--- config.mk ---
export PLATFORM = sky130hd
export DESIGN_NAME = seq_booth_mult_flat
export DESIGN_NICKNAME = d
export VERILOG_FILES = /design/src/rtl/seq_booth_mult_pkg.sv /design/src/rtl/seq_booth_mult_if.sv /design/src/rtl/seq_booth_mult_booth_step.sv /design/src/rtl/seq_booth_mult.sv /design/src/flat_wrapper.sv
export SDC_FILE = /design/constraint.sdc
export NUM_CORES = 1
export LEC_CHECK = 0
export BUFFER_PORTS_ARGS = -buffer_cell sky130_fd_sc_hd__buf_4
export CAP_MARGIN = 10
export CORE_MARGIN = 5
export CORE_UTILIZATION = 45
export CTS_BUF_LIST = sky130_fd_sc_hd__clkbuf_4
export CTS_CLUSTER_SIZE = 8
export DETAILED_ROUTE_END_ITERATION = 7
export GPL_TIMING_DRIVEN = 0
export PLACE_DENSITY = 0.74
export SLEW_MARGIN = 5
export SYNTH_ARGS = -nofsm -noshare
export SYNTH_HDL_FRONTEND = slang
export SYNTH_SLANG_ARGS = --single-unit
--- constraint.sdc ---
create_clock -name clk -period 4.4 [get_ports clk]
set_input_delay 0.66 -clock clk [delete_from_list [all_inputs] [get_ports clk]]
set_output_delay 0.66 -clock clk [all_outputs]
set_load 0.02 [all_outputs]
--- src/rtl/seq_booth_mult_pkg.sv ---
`default_nettype none
// ============================================================================
// Module      : seq_mult_pkg
// Description : Shared types and sizing helpers for the sequential Booth
//               multiplier.
// Revision    : 1.0 - initial release
// ============================================================================
package seq_mult_pkg;

    typedef enum logic [1:0] {
        IDLE = 2'd0,
        RUN  = 2'd1,
        DONE = 2'd2
    } state_t;

    // One Booth step per extended operand bit (WIDTH plus the extension bit).
    function automatic int iter_count(input int width);
        return width + 1;
    endfunction

    // The counter must be able to hold iter_count(width) - 1 with margin.
    function automatic int cnt_width(input int width);
        return $clog2(width + 2);
    endfunction

endpackage
`default_nettype wire

--- src/rtl/seq_booth_mult_if.sv ---
`default_nettype none
// ============================================================================
// Module      : seq_booth_mult_if
// Description : Operand/handshake/result bundle of the sequential multiplier.
// Revision    : 1.0 - initial release
// ============================================================================
interface seq_booth_mult_if #(
    parameter int WIDTH = 32
);
    logic                   start;
    logic                   signed_mode;
    logic [WIDTH-1:0]       in1;
    logic [WIDTH-1:0]       in2;
    logic                   busy;
    logic                   done;
    logic [2*WIDTH-1:0]     prod;

    modport master (
        output start, signed_mode, in1, in2,
        input  busy, done, prod
    );

    modport slave (
        input  start, signed_mode, in1, in2,
        output busy, done, prod
    );
endinterface
`default_nettype wire

--- src/rtl/seq_booth_mult_booth_step.sv ---
`default_nettype none
// ============================================================================
// Module      : booth_step
// Description : One combinational radix-2 Booth step (add/sub then arithmetic
//               right shift of {A, Q, q-1}).
// Revision    : 1.0 - initial release
// ============================================================================
module booth_step #(
    parameter int N = 33
) (
    input  wire logic [N:0]   i_a,
    input  wire logic [N-1:0] i_q,
    input  wire logic         i_q_m1,
    input  wire logic [N-1:0] i_m,
    output logic      [N:0]   o_a_next,
    output logic      [N-1:0] o_q_next,
    output logic              o_q_m1_next
);
    logic [N:0] w_m_ext;
    logic [N:0] w_sum;

    always_comb begin
        w_m_ext = {i_m[N-1], i_m};
        w_sum   = i_a;
        case ({i_q[0], i_q_m1})
            2'b01:   w_sum = i_a + w_m_ext;
            2'b10:   w_sum = i_a - w_m_ext;
            default: w_sum = i_a;
        endcase
        o_a_next    = {w_sum[N], w_sum[N:1]};
        o_q_next    = {w_sum[0], i_q[N-1:1]};
        o_q_m1_next = i_q[0];
    end
endmodule
`default_nettype wire

--- src/rtl/seq_booth_mult.sv ---
`default_nettype none
// ============================================================================
// Module      : seq_booth_mult
// Description : Parametrised radix-2 Booth sequential multiplier with
//               start/busy/done handshake and signed/unsigned mode.
// Revision    : 1.0 - initial release
// ============================================================================
module seq_booth_mult
    import seq_mult_pkg::*;
#(
    parameter int WIDTH = 32
) (
    input  wire logic         clk,
    input  wire logic         rst,
    seq_booth_mult_if.slave   bus
);
    localparam int CNT_W  = cnt_width(WIDTH);
    localparam int C_LAST = iter_count(WIDTH) - 1;

    state_t             r_state;
    state_t             w_state_next;
    logic               w_accept;
    logic               w_finish;

    logic [WIDTH+1:0]   r_a;
    logic [WIDTH:0]     r_q;
    logic               r_q_m1;
    logic [WIDTH:0]     r_m;
    logic [CNT_W-1:0]   r_cnt;
    logic [2*WIDTH-1:0] r_prod;

    logic [WIDTH+1:0]   w_a_next;
    logic [WIDTH:0]     w_q_next;
    logic               w_q_m1_next;
    logic [WIDTH:0]     w_in1_ext;
    logic [WIDTH:0]     w_in2_ext;

    booth_step #(
        .N (WIDTH + 1)
    ) u_booth_step (
        .i_a         (r_a),
        .i_q         (r_q),
        .i_q_m1      (r_q_m1),
        .i_m         (r_m),
        .o_a_next    (w_a_next),
        .o_q_next    (w_q_next),
        .o_q_m1_next (w_q_m1_next)
    );

    // One extra operand bit lets unsigned values ride the signed Booth datapath.
    assign w_in1_ext = {bus.signed_mode & bus.in1[WIDTH-1], bus.in1};
    assign w_in2_ext = {bus.signed_mode & bus.in2[WIDTH-1], bus.in2};

    always_comb begin
        w_state_next = r_state;
        w_accept     = 1'b0;
        w_finish     = 1'b0;
        case (r_state)
            IDLE: begin
                if (bus.start) begin
                    w_state_next = RUN;
                    w_accept     = 1'b1;
                end
            end
            RUN: begin
                if (r_cnt == CNT_W'(C_LAST)) begin
                    w_state_next = DONE;
                    w_finish     = 1'b1;
                end
            end
            DONE: begin
                if (bus.start) begin
                    w_state_next = RUN;
                    w_accept     = 1'b1;
                end else begin
                    w_state_next = IDLE;
                end
            end
            default: w_state_next = IDLE;
        endcase
    end

    always_ff @(posedge clk) begin
        if (rst) begin
            r_state <= IDLE;
            r_a     <= '0;
            r_q     <= '0;
            r_q_m1  <= 1'b0;
            r_m     <= '0;
            r_cnt   <= '0;
            r_prod  <= '0;
        end else begin
            r_state <= w_state_next;
            if (w_accept) begin
                r_a    <= '0;
                r_q    <= w_in2_ext;
                r_q_m1 <= 1'b0;
                r_m    <= w_in1_ext;
                r_cnt  <= '0;
            end else if (r_state == RUN) begin
                r_a    <= w_a_next;
                r_q    <= w_q_next;
                r_q_m1 <= w_q_m1_next;
                r_cnt  <= r_cnt + 1'b1;
            end
            // Low 2*WIDTH bits of the extended product are exact in both modes.
            if (w_finish) begin
                r_prod <= {w_a_next[WIDTH-2:0], w_q_next};
            end
        end
    end

    assign bus.busy = (r_state == RUN);
    assign bus.done = (r_state == DONE);
    assign bus.prod = r_prod;
endmodule
`default_nettype wire
--- src/flat_wrapper.sv ---
// flat-port wrapper written by rule: the top's interface ports become plain ports
module seq_booth_mult_flat import seq_mult_pkg::*;
#(
    parameter int WIDTH = 32
)
  (clk, rst, bus_start, bus_signed_mode, bus_in1, bus_in2, bus_busy, bus_done, bus_prod);
  seq_booth_mult_if #(.WIDTH(WIDTH)) bus_i ();
  input  wire logic clk;
  input  wire logic rst;
  input wire logic [$bits(bus_i.start)-1:0] bus_start;
  input wire logic [$bits(bus_i.signed_mode)-1:0] bus_signed_mode;
  input wire logic [$bits(bus_i.in1)-1:0] bus_in1;
  input wire logic [$bits(bus_i.in2)-1:0] bus_in2;
  output wire logic [$bits(bus_i.busy)-1:0] bus_busy;
  output wire logic [$bits(bus_i.done)-1:0] bus_done;
  output wire logic [$bits(bus_i.prod)-1:0] bus_prod;
  assign bus_i.start = bus_start;
  assign bus_i.signed_mode = bus_signed_mode;
  assign bus_i.in1 = bus_in1;
  assign bus_i.in2 = bus_in2;
  assign bus_busy = bus_i.busy;
  assign bus_done = bus_i.done;
  assign bus_prod = bus_i.prod;
  seq_booth_mult #(.WIDTH(WIDTH)) u_core (.clk(clk), .rst(rst), .bus(bus_i));
endmodule
==> out/qor.csv, run 1 <==
stage;metric;value;unit
routing;drt_iter0_drc;624;
synth;synth_nets;1257;
clocking;clock_tree.buffer_depth;2;
clocking;tritoncts;built;
global_route;grt_pass1_wl;41300;µm
clocking;clk_transition_reported_paths;0.19;ns
global_route;grt_start_max_net_pins;22;
synth;synth.cell_area;0.00886;mm²
setup_path;critical-path-top-cell-by-count;xnor2_1;
synth;synth.most_common_cell;nand2_1;
timing;finalSetupTns;0;ns
setup_path;setup.worst_path.start_class;register;
floorplanning;top_ports;134;
synth;synthDominantAreaCellType;dfxtp_1;
timing;setup_viol_count_final;0;
routing;routedWlPerCell;16.6;µm
min_path;worstHoldStart;bus_in1[13];
floorplanning;fp.dieW;150;µm
placement;hpwlAfterDp;20200;µm
synth;syn_area_cell;7.70;µm²
timing;final.setup_skew;0.0330;ns
pwr;vdd.ir_drop.worst;0.169;mV
routing;detailroute.via_count;8678;
routing;vias_per_cell;5.49;
synth;synth_top_flop_cell;dfxtp_1;
routing;final_antenna_net_count;0;
synth;number_of_synthesized_flops_with_an_enable_pin;0;
timing;timing.final.crit_share;95.6;%
timing;final_max_slew_viol_count;0;
placement;numPlacedInstances;1548;
synth;synth_area_leaders;dfxtp_1 39%, nand2_1 10%, a21oi_1 9.5%;
floorplanning;chipHeight;150;µm
global_route;grt_util_all_layers;22.9;%
timing;final.min_clock_period;4.20;ns
floorplanning;floorplan.core_area;0.0194;mm²
floorplanning;num_rows;51;
clocking;clk_latency;0.59;ns
clocking;total_clock_buffers_created_by_cts;17;
synth;yosys-top-cells-count;237 x nand2_1, 172 x dfxtp_1, 168 x a21oi_1;
clocking;cts.root.buffer_cell;clkbuf_4;
global_route;initial_antenna_violation_count;1;
setup_path;critPathSlowestCell;or4_4;
cells_and_area;final_net_count;1407;
cells_and_area;final_cells;1580;
floorplanning;initial_utilization;45.7;%
setup_path;worstSetupStartpoint;u_core.r_m[6]$_SDFFE_PP0P_;
synth;ys_ff_latch;172;
cells_and_area;design_area;0.0107;mm²
routing;met3RoutedLength;2000;µm
pwr;static_leakage_power;0.00416;µW
setup_path;critical_path.endpoint_type;register;
cells_and_area;post_route_cells_drive_above_1_share;15.3;%
routing;dr.max_layer_used;met4;
cells_and_area;fillers;1858;
synth;synth-warning-count;0;
global_route;grt_overflow;0;
min_path;hp-class;input port to register;
timing;fin_hold_ws;0.288;ns
routing;routedLengthMet1;11700;µm
global_route;first_global_vias;8052;
setup_path;worstReg2RegStart;u_core.r_m[6]$_SDFFE_PP0P_;
routing;detail_route.first_pass.iterations;6;
synth;synth.top_cell.area_share;38.8;%
routing;detail_route.wirelength;26200;µm
pwr;cellPowerDensity;339;mW/mm²
setup_path;max_stage_delay;0.57;ns
routing;drc;0;
setup_path;worst-path-max-fanout;7;
setup_path;arrival;4.72;ns
placement;place.port_buffers;132;
setup_path;worstPathCellList;or4_4, nor3_4, nand2_2, nor3_2, nor2_1, xnor2_1, ha_2, and3_2, and4_1, a22o_1, o31ai_4, o31a_1, o21bai_1, xnor2_1, o21a_1, a211oi_1;
run_status;outcome;finished, final reports clean;
synth;synthDistinctLibCells;57;
floorplanning;die_area;0.0226;mm²
timing;timing.max_slew.rel_slack;53.7;%
timing;grt_setup_unrepaired;false;
clocking;htree_levels;4;
setup_path;critical_path_required;4.91;ns
clocking;hold_buffers;0;
synth;ys_async_sr_fraction;0;%
synth;ys_seq_area_share;38.8;%
setup_path;crit_type;register to register;
placement;finalWeightedCongestion;0.881;
cells_and_area;final_util;54.9;%
run;timing.max_cap.violations;0;
routing;met2RoutedLength;11900;µm
timing;max_freq;238;MHz
timing;finalHoldViolCount;0;
clocking;numClockSinks;172;
timing;max_slew.worst_pin.slew;0.694;ns
synth;post_synth_inst_count;1151;
cells_and_area;layout-area-overhead-vs-synth;20.2;%
placement;dpl_cell_area;0.0102;mm²
==> final timing paths <==
kind                                            to  slack (ns)  depth (start not counted)
setup / recovery  u_core.bus.prod[61]$_SDFFE_PP0P_        0.20                         16
hold / removal         u_core.r_m[13]$_SDFFE_PP0P_        0.29                          3
setup reg to reg  u_core.bus.prod[61]$_SDFFE_PP0P_        0.20                         16
hold reg to reg   u_core.bus.prod[28]$_SDFFE_PP0P_        0.45                          2
==> state kept, by name (all words and copies together) (netlist names) <==
register and count:
u_core.bus.prod 64, u_core.r_a 33, u_core.r_cnt 6, u_core.r_m 33, u_core.r_q 33, u_core.r_q_m1 1, u_core.r_state 2
==> worst max-delay path, delay by kind of cell (launching register included) <==
| kind | cells | cell delay [ns] |
|---|---|---|
| AOI/OAI and AO/OA | 6 | 1.43 |
| xor gates and xnor gates | 2 | 0.36 |
| adders and majority gates | 1 | 0.36 |
| DFF | 1 | 0.40 |
| and+or+nand+nor | 7 | 1.58 |
==> cell type report <==
type	count	area (µm²)	share of cell area [%]
clock inverter	15	211	1.99
inverter	18	67.6	0.634
antenna	1	2.50	0.0235
sequential	172	3440	32.3
multi-input combinational	884	5170	48.6
timing repair buffer	135	1010	9.52
clock buffer	17	128	1.20
tap	265	332	3.11
buffer	73	278	2.61
==> through the flow <==
stage	setup slack, ns	power (µW)
finish	0.195	3610
global placement	-0.167	2580
detailed placement	-0.274	2590
floorplan	0.584	2330
CTS	0.0189	3590
global route	0.0178	3800
==> where the power goes <==
group / switching [µW] / internal, µW / total, µW
logic: 569 / 362 / 931
clock network: 714 / 288 / 1000
registers: 62.2 / 1620 / 1680
total: 1350 / 2270 / 3610
==> layer usage <==
layer / up-vias / global-route usage, %
li1: 4328 / -
met1: 4005 / 31.8
met2: 302 / 36.5
met3: 43 / 4.27
met4: 0 / 6.86
met5: - / 0
==> layout by cell type, fill, tap and decap left out, types with 4 or more instances in the layout <==
| master | instances |
|---|---|
| nand2_1 | 235 |
| a21oi_1 | 168 |
| ha_1 | 33 |
| a211oi_1 | 27 |
| a311oi_1 | 5 |
| clkbuf_4 | 17 |
| a22oi_1 | 32 |
| nand3_1 | 8 |
| nor4_1 | 4 |
| xor2_1 | 16 |
| nand2b_1 | 7 |
| nor2b_1 | 10 |
| xnor2_1 | 46 |
| and3_1 | 8 |
| dfxtp_1 | 172 |
| buf_4 | 135 |
| a31oi_1 | 16 |
| mux2i_1 | 8 |
| nor2_1 | 103 |
| clkinv_8 | 7 |
| nand4_1 | 10 |
| a21o_1 | 23 |
| nor3_1 | 16 |
| inv_1 | 18 |
| o21ai_0 | 43 |
| buf_1 | 5 |
| clkbuf_1 | 65 |
==> cells by family (layout without fill, tap and decap cells) <==
group                    count (synthesis)  in the layout  synth area share, %
flip-flops                             172            172                 38.8
XOR/XNOR                                62             62                 6.13
other                                    0              1                    0
adder cells (fa/ha/maj)                 38             38                 5.45
AND/OR/NAND/NOR                        425            425                 20.6
multiplexers                            10             10                 1.27
AO/OA/AOI/OAI                          349            349                 23.7
buffers and inverters                   95            258                 4.04
==> what timing repair did <==
| item | 4_1_cts | 5_1_grt |
|---|---|---|
| buffers inserted | 0 | 3 |
| pin swaps | 0 | 6 |
| gates resized for setup | 5 | 22 |
| setup endpoints to repair | 21 | 24 |
(Power assumes the default switching activity.)
==> run 2, diff against run 1 <==
--- a/config.mk
+++ b/config.mk
@@ -7,13 +7,13 @@
 export LEC_CHECK = 0
 export BUFFER_PORTS_ARGS = -buffer_cell sky130_fd_sc_hd__buf_4
 export CAP_MARGIN = 10
-export CORE_MARGIN = 5
+export CORE_MARGIN = 2
 export CORE_UTILIZATION = 45
 export CTS_BUF_LIST = sky130_fd_sc_hd__clkbuf_4
 export CTS_CLUSTER_SIZE = 8
 export DETAILED_ROUTE_END_ITERATION = 7
 export GPL_TIMING_DRIVEN = 0
-export PLACE_DENSITY = 0.74
+export PLACE_DENSITY = 0.64
 export SLEW_MARGIN = 5
 export SYNTH_ARGS = -nofsm -noshare
 export SYNTH_HDL_FRONTEND = slang
==> out/qor.csv, run 2 (same netlist as run 1, synthesis figures left out) <==
stage;metric;value;unit;change
setup_path;worstReg2RegStart;u_core.r_m[6]$_SDFFE_PP0P_;;
global_route;first_global_vias;7529;;-6.5%
global_route;grt_start_max_net_pins;19;;-14%
floorplanning;floorplan.core_area;0.0194;mm²;unchanged
routing;vias_per_cell;5.43;;-1.1%
clocking;tritoncts;built;;
floorplanning;initial_utilization;45.7;%;unchanged
cells_and_area;final_cells;1581;;+0.063%
timing;timing.final.crit_share;95.8;%;+0.23 points
run;timing.max_cap.violations;0;;unchanged
setup_path;timing.rr.end;u_core.bus.prod[61]$_SDFFE_PP0P_;;
setup_path;setup.worst_path.start_class;register;;
setup_path;arrival;4.72;ns;about the same
clocking;clk_latency;0.59;ns;about the same
clocking;numClockSinks;172;;unchanged
timing;final.setup_skew;0.0277;ns;-0.00530 ns
routing;detail_route.first_pass.iterations;5;;-1
cells_and_area;final_net_count;1408;;+0.071%
global_route;grt_pass1_wl;40400;µm;-2.1%
floorplanning;chipHeight;144;µm;-4.0%
placement;hpwlAfterDp;19900;µm;-1.4%
setup_path;critPathSlowestCell;or4_4;;
cells_and_area;largest_register_ffs;64;;unchanged
setup_path;crit_type;register to register;;
timing;max_slew.worst_pin.slew;0.730;ns;+0.0362 ns
cells_and_area;final_cell_mix;237 x nand2_1, 172 x dfxtp_1, 168 x a21oi_1, 134 x buf_4, 103 x nor2_1;;
pwr;finalPower;3560;µW;-1.5%
setup_path;r2r_slack;0.19;ns;about the same
routing;detail_route.wirelength;26000;µm;-0.82%
floorplanning;fp.dieW;144;µm;-4.0%
timing;timing.max_slew.rel_slack;51.3;%;-2.4 points
timing;max_freq;237;MHz;-0.24%
min_path;hp-class;input port to register;;
cells_and_area;post_route_cells_drive_above_1_share;14.8;%;-0.54 points
placement;post-place-ws;-0.261;ns;+0.0133 ns
clocking;cts.root.buffer_cell;clkbuf_4;;
pwr;static_leakage_power;0.00415;µW;-0.38%
setup_path;critical-path-top-cell-by-count;xnor2_1;;
clocking;hold_buffers;0;;unchanged
pwr;cellPowerDensity;336;mW/mm²;-0.86%
timing;finalHoldViolCount;0;;unchanged
setup_path;worstPathCellList;or4_4, nor3_4, nand2_1, nor3_2, nor2_1, xnor2_1, ha_2, and3_1, and4_1, a22o_1, o31ai_4, o31a_1, o21bai_1, xnor2_1, o21a_1, a211oi_1;;
placement;place.port_buffers;132;;unchanged
cells_and_area;final_common_cell;nand2_1;;
routing;routedWlPerCell;16.4;µm;-0.88%
floorplanning;die_area;0.0208;mm²;-7.8%
min_path;worstHoldStart;bus_in1[10];;
global_route;grt_util_all_layers;25.0;%;+2.1 points
timing;grt_setup_unrepaired;true;;
clocking;clk_transition_reported_paths;0.17;ns;-0.02 ns
clocking;clock_tree.buffer_depth;2;;unchanged
floorplanning;num_rows;51;;unchanged
setup_path;critical_path_required;4.91;ns;about the same
run_status;outcome;finished, final reports clean;;
clocking;htree_levels;4;;unchanged
setup_path;critical_path.endpoint_type;register;;
min_path;holdPathStages;3;;unchanged
timing;final_max_slew_viol_count;0;;unchanged
setup_path;worst_r2r_path_depth;16;;unchanged
routing;drc;0;;unchanged
placement;finalWeightedCongestion;0.897;;+1.8%
placement;dpl_cell_area;0.0102;mm²;unchanged
routing;drt_iter0_drc;599;;-4.0%
placement;numPlacedInstances;1548;;unchanged
routing;detailroute.via_count;8590;;-1.0%
floorplanning;top_ports;134;;unchanged
timing;setup_viol_count_final;0;;unchanged
timing;fin_ws;0.185;ns;-0.0101 ns
routing;final_antenna_net_count;0;;unchanged
setup_path;worst-path-max-fanout;7;;unchanged
cells_and_area;layout-area-overhead-vs-synth;19.4;%;
timing;fin_hold_ws;0.294;ns;+0.00591 ns
cells_and_area;fillers;1993;;+7.3%
clocking;total_clock_buffers_created_by_cts;17;;unchanged
cells_and_area;design_area;0.0106;mm²;-0.61%
global_route;initial_antenna_violation_count;1;;unchanged
min_path;timing.hold.worst_endpoint;u_core.r_m[10]$_SDFFE_PP0P_;;
pwr;vdd.ir_drop.worst;0.164;mV;-3.2%
global_route;grt_overflow;0;;unchanged
setup_path;max_stage_delay;0.57;ns;about the same
timing;final.min_clock_period;4.21;ns;+0.0101 ns
[run 2: repair_timing]
item / in CTS / in global routing
gates resized for setup: 5 / 14
pin swaps: 0 / 3
hold endpoints to repair: 0 / 0
setup endpoints to repair: 14 / 18
buffers inserted: 0 / 2
[run 2: worst max-delay path, delay by kind of cell, from the launching register on]
family / cells / cell delay [ns]
compound gates: 6 / 1.45
xor+xnor: 2 / 0.35
fa+ha+maj: 1 / 0.37
flops: 1 / 0.41
simple gates: 7 / 1.56
[run 2: worst max-delay path by stage]
stage	startpoint	end	depth (start not counted)
3_3_place_gp	u_core.r_q[0]$_SDFFE_PP0P_	u_core.r_a[29]$_SDFFE_PP0P_	14
4_1_cts	u_core.r_m[6]$_SDFFE_PP0P_	u_core.bus.prod[61]$_SDFFE_PP0P_	17
2_1_floorplan	u_core.r_m[6]$_SDFFE_PP0P_	u_core.bus.prod[61]$_SDFFE_PP0P_	15
3_5_place_dp	u_core.r_q[0]$_SDFFE_PP0P_	u_core.r_a[29]$_SDFFE_PP0P_	14
5_1_grt	u_core.r_q[0]$_SDFFE_PP0P_	u_core.r_a[29]$_SDFFE_PP0P_	15
6_report	u_core.r_m[6]$_SDFFE_PP0P_	u_core.bus.prod[61]$_SDFFE_PP0P_	16
[run 2: through the flow]
| stage | util [%] | setup TNS (ns) |
|---|---|---|
| 2_1_floorplan | - | 0 |
| 3_3_place_gp | 52.5 | -1.05 |
| 3_5_place_dp | 52.5 | -0.956 |
| 4_1_cts | 54.2 | 0 |
| 5_1_grt | 54.6 | -0.0365 |
| 6_report | 54.6 | 0 |
[run 2: report_power, final]
part / internal, µW / switching (µW)
sequential: 1620 / 62.3
clock: 313 / 648
combinational: 355 / 566
[run 2: routing by layer]
layer	vias up	wire, µm	track usage [%]
met1	3995	12900	37.6
met5	-	0	0
li1	4334	-	-
met4	0	345	6.39
met3	29	1620	3.71
met2	232	11200	37.4
[run 2: layout make-up]
type / count / area [µm²] / area share (%)
clock buffers: 17 / 128 / 1.21
plain buffers: 75 / 287 / 2.71
diodes: 1 / 2.50 / 0.0236
clock inverters: 15 / 178 / 1.68
well taps: 265 / 332 / 3.13
multi-input cells: 884 / 5140 / 48.6
flip-flops and latches: 172 / 3440 / 32.5
repair buffers: 134 / 1010 / 9.50
inverters: 18 / 67.6 / 0.638
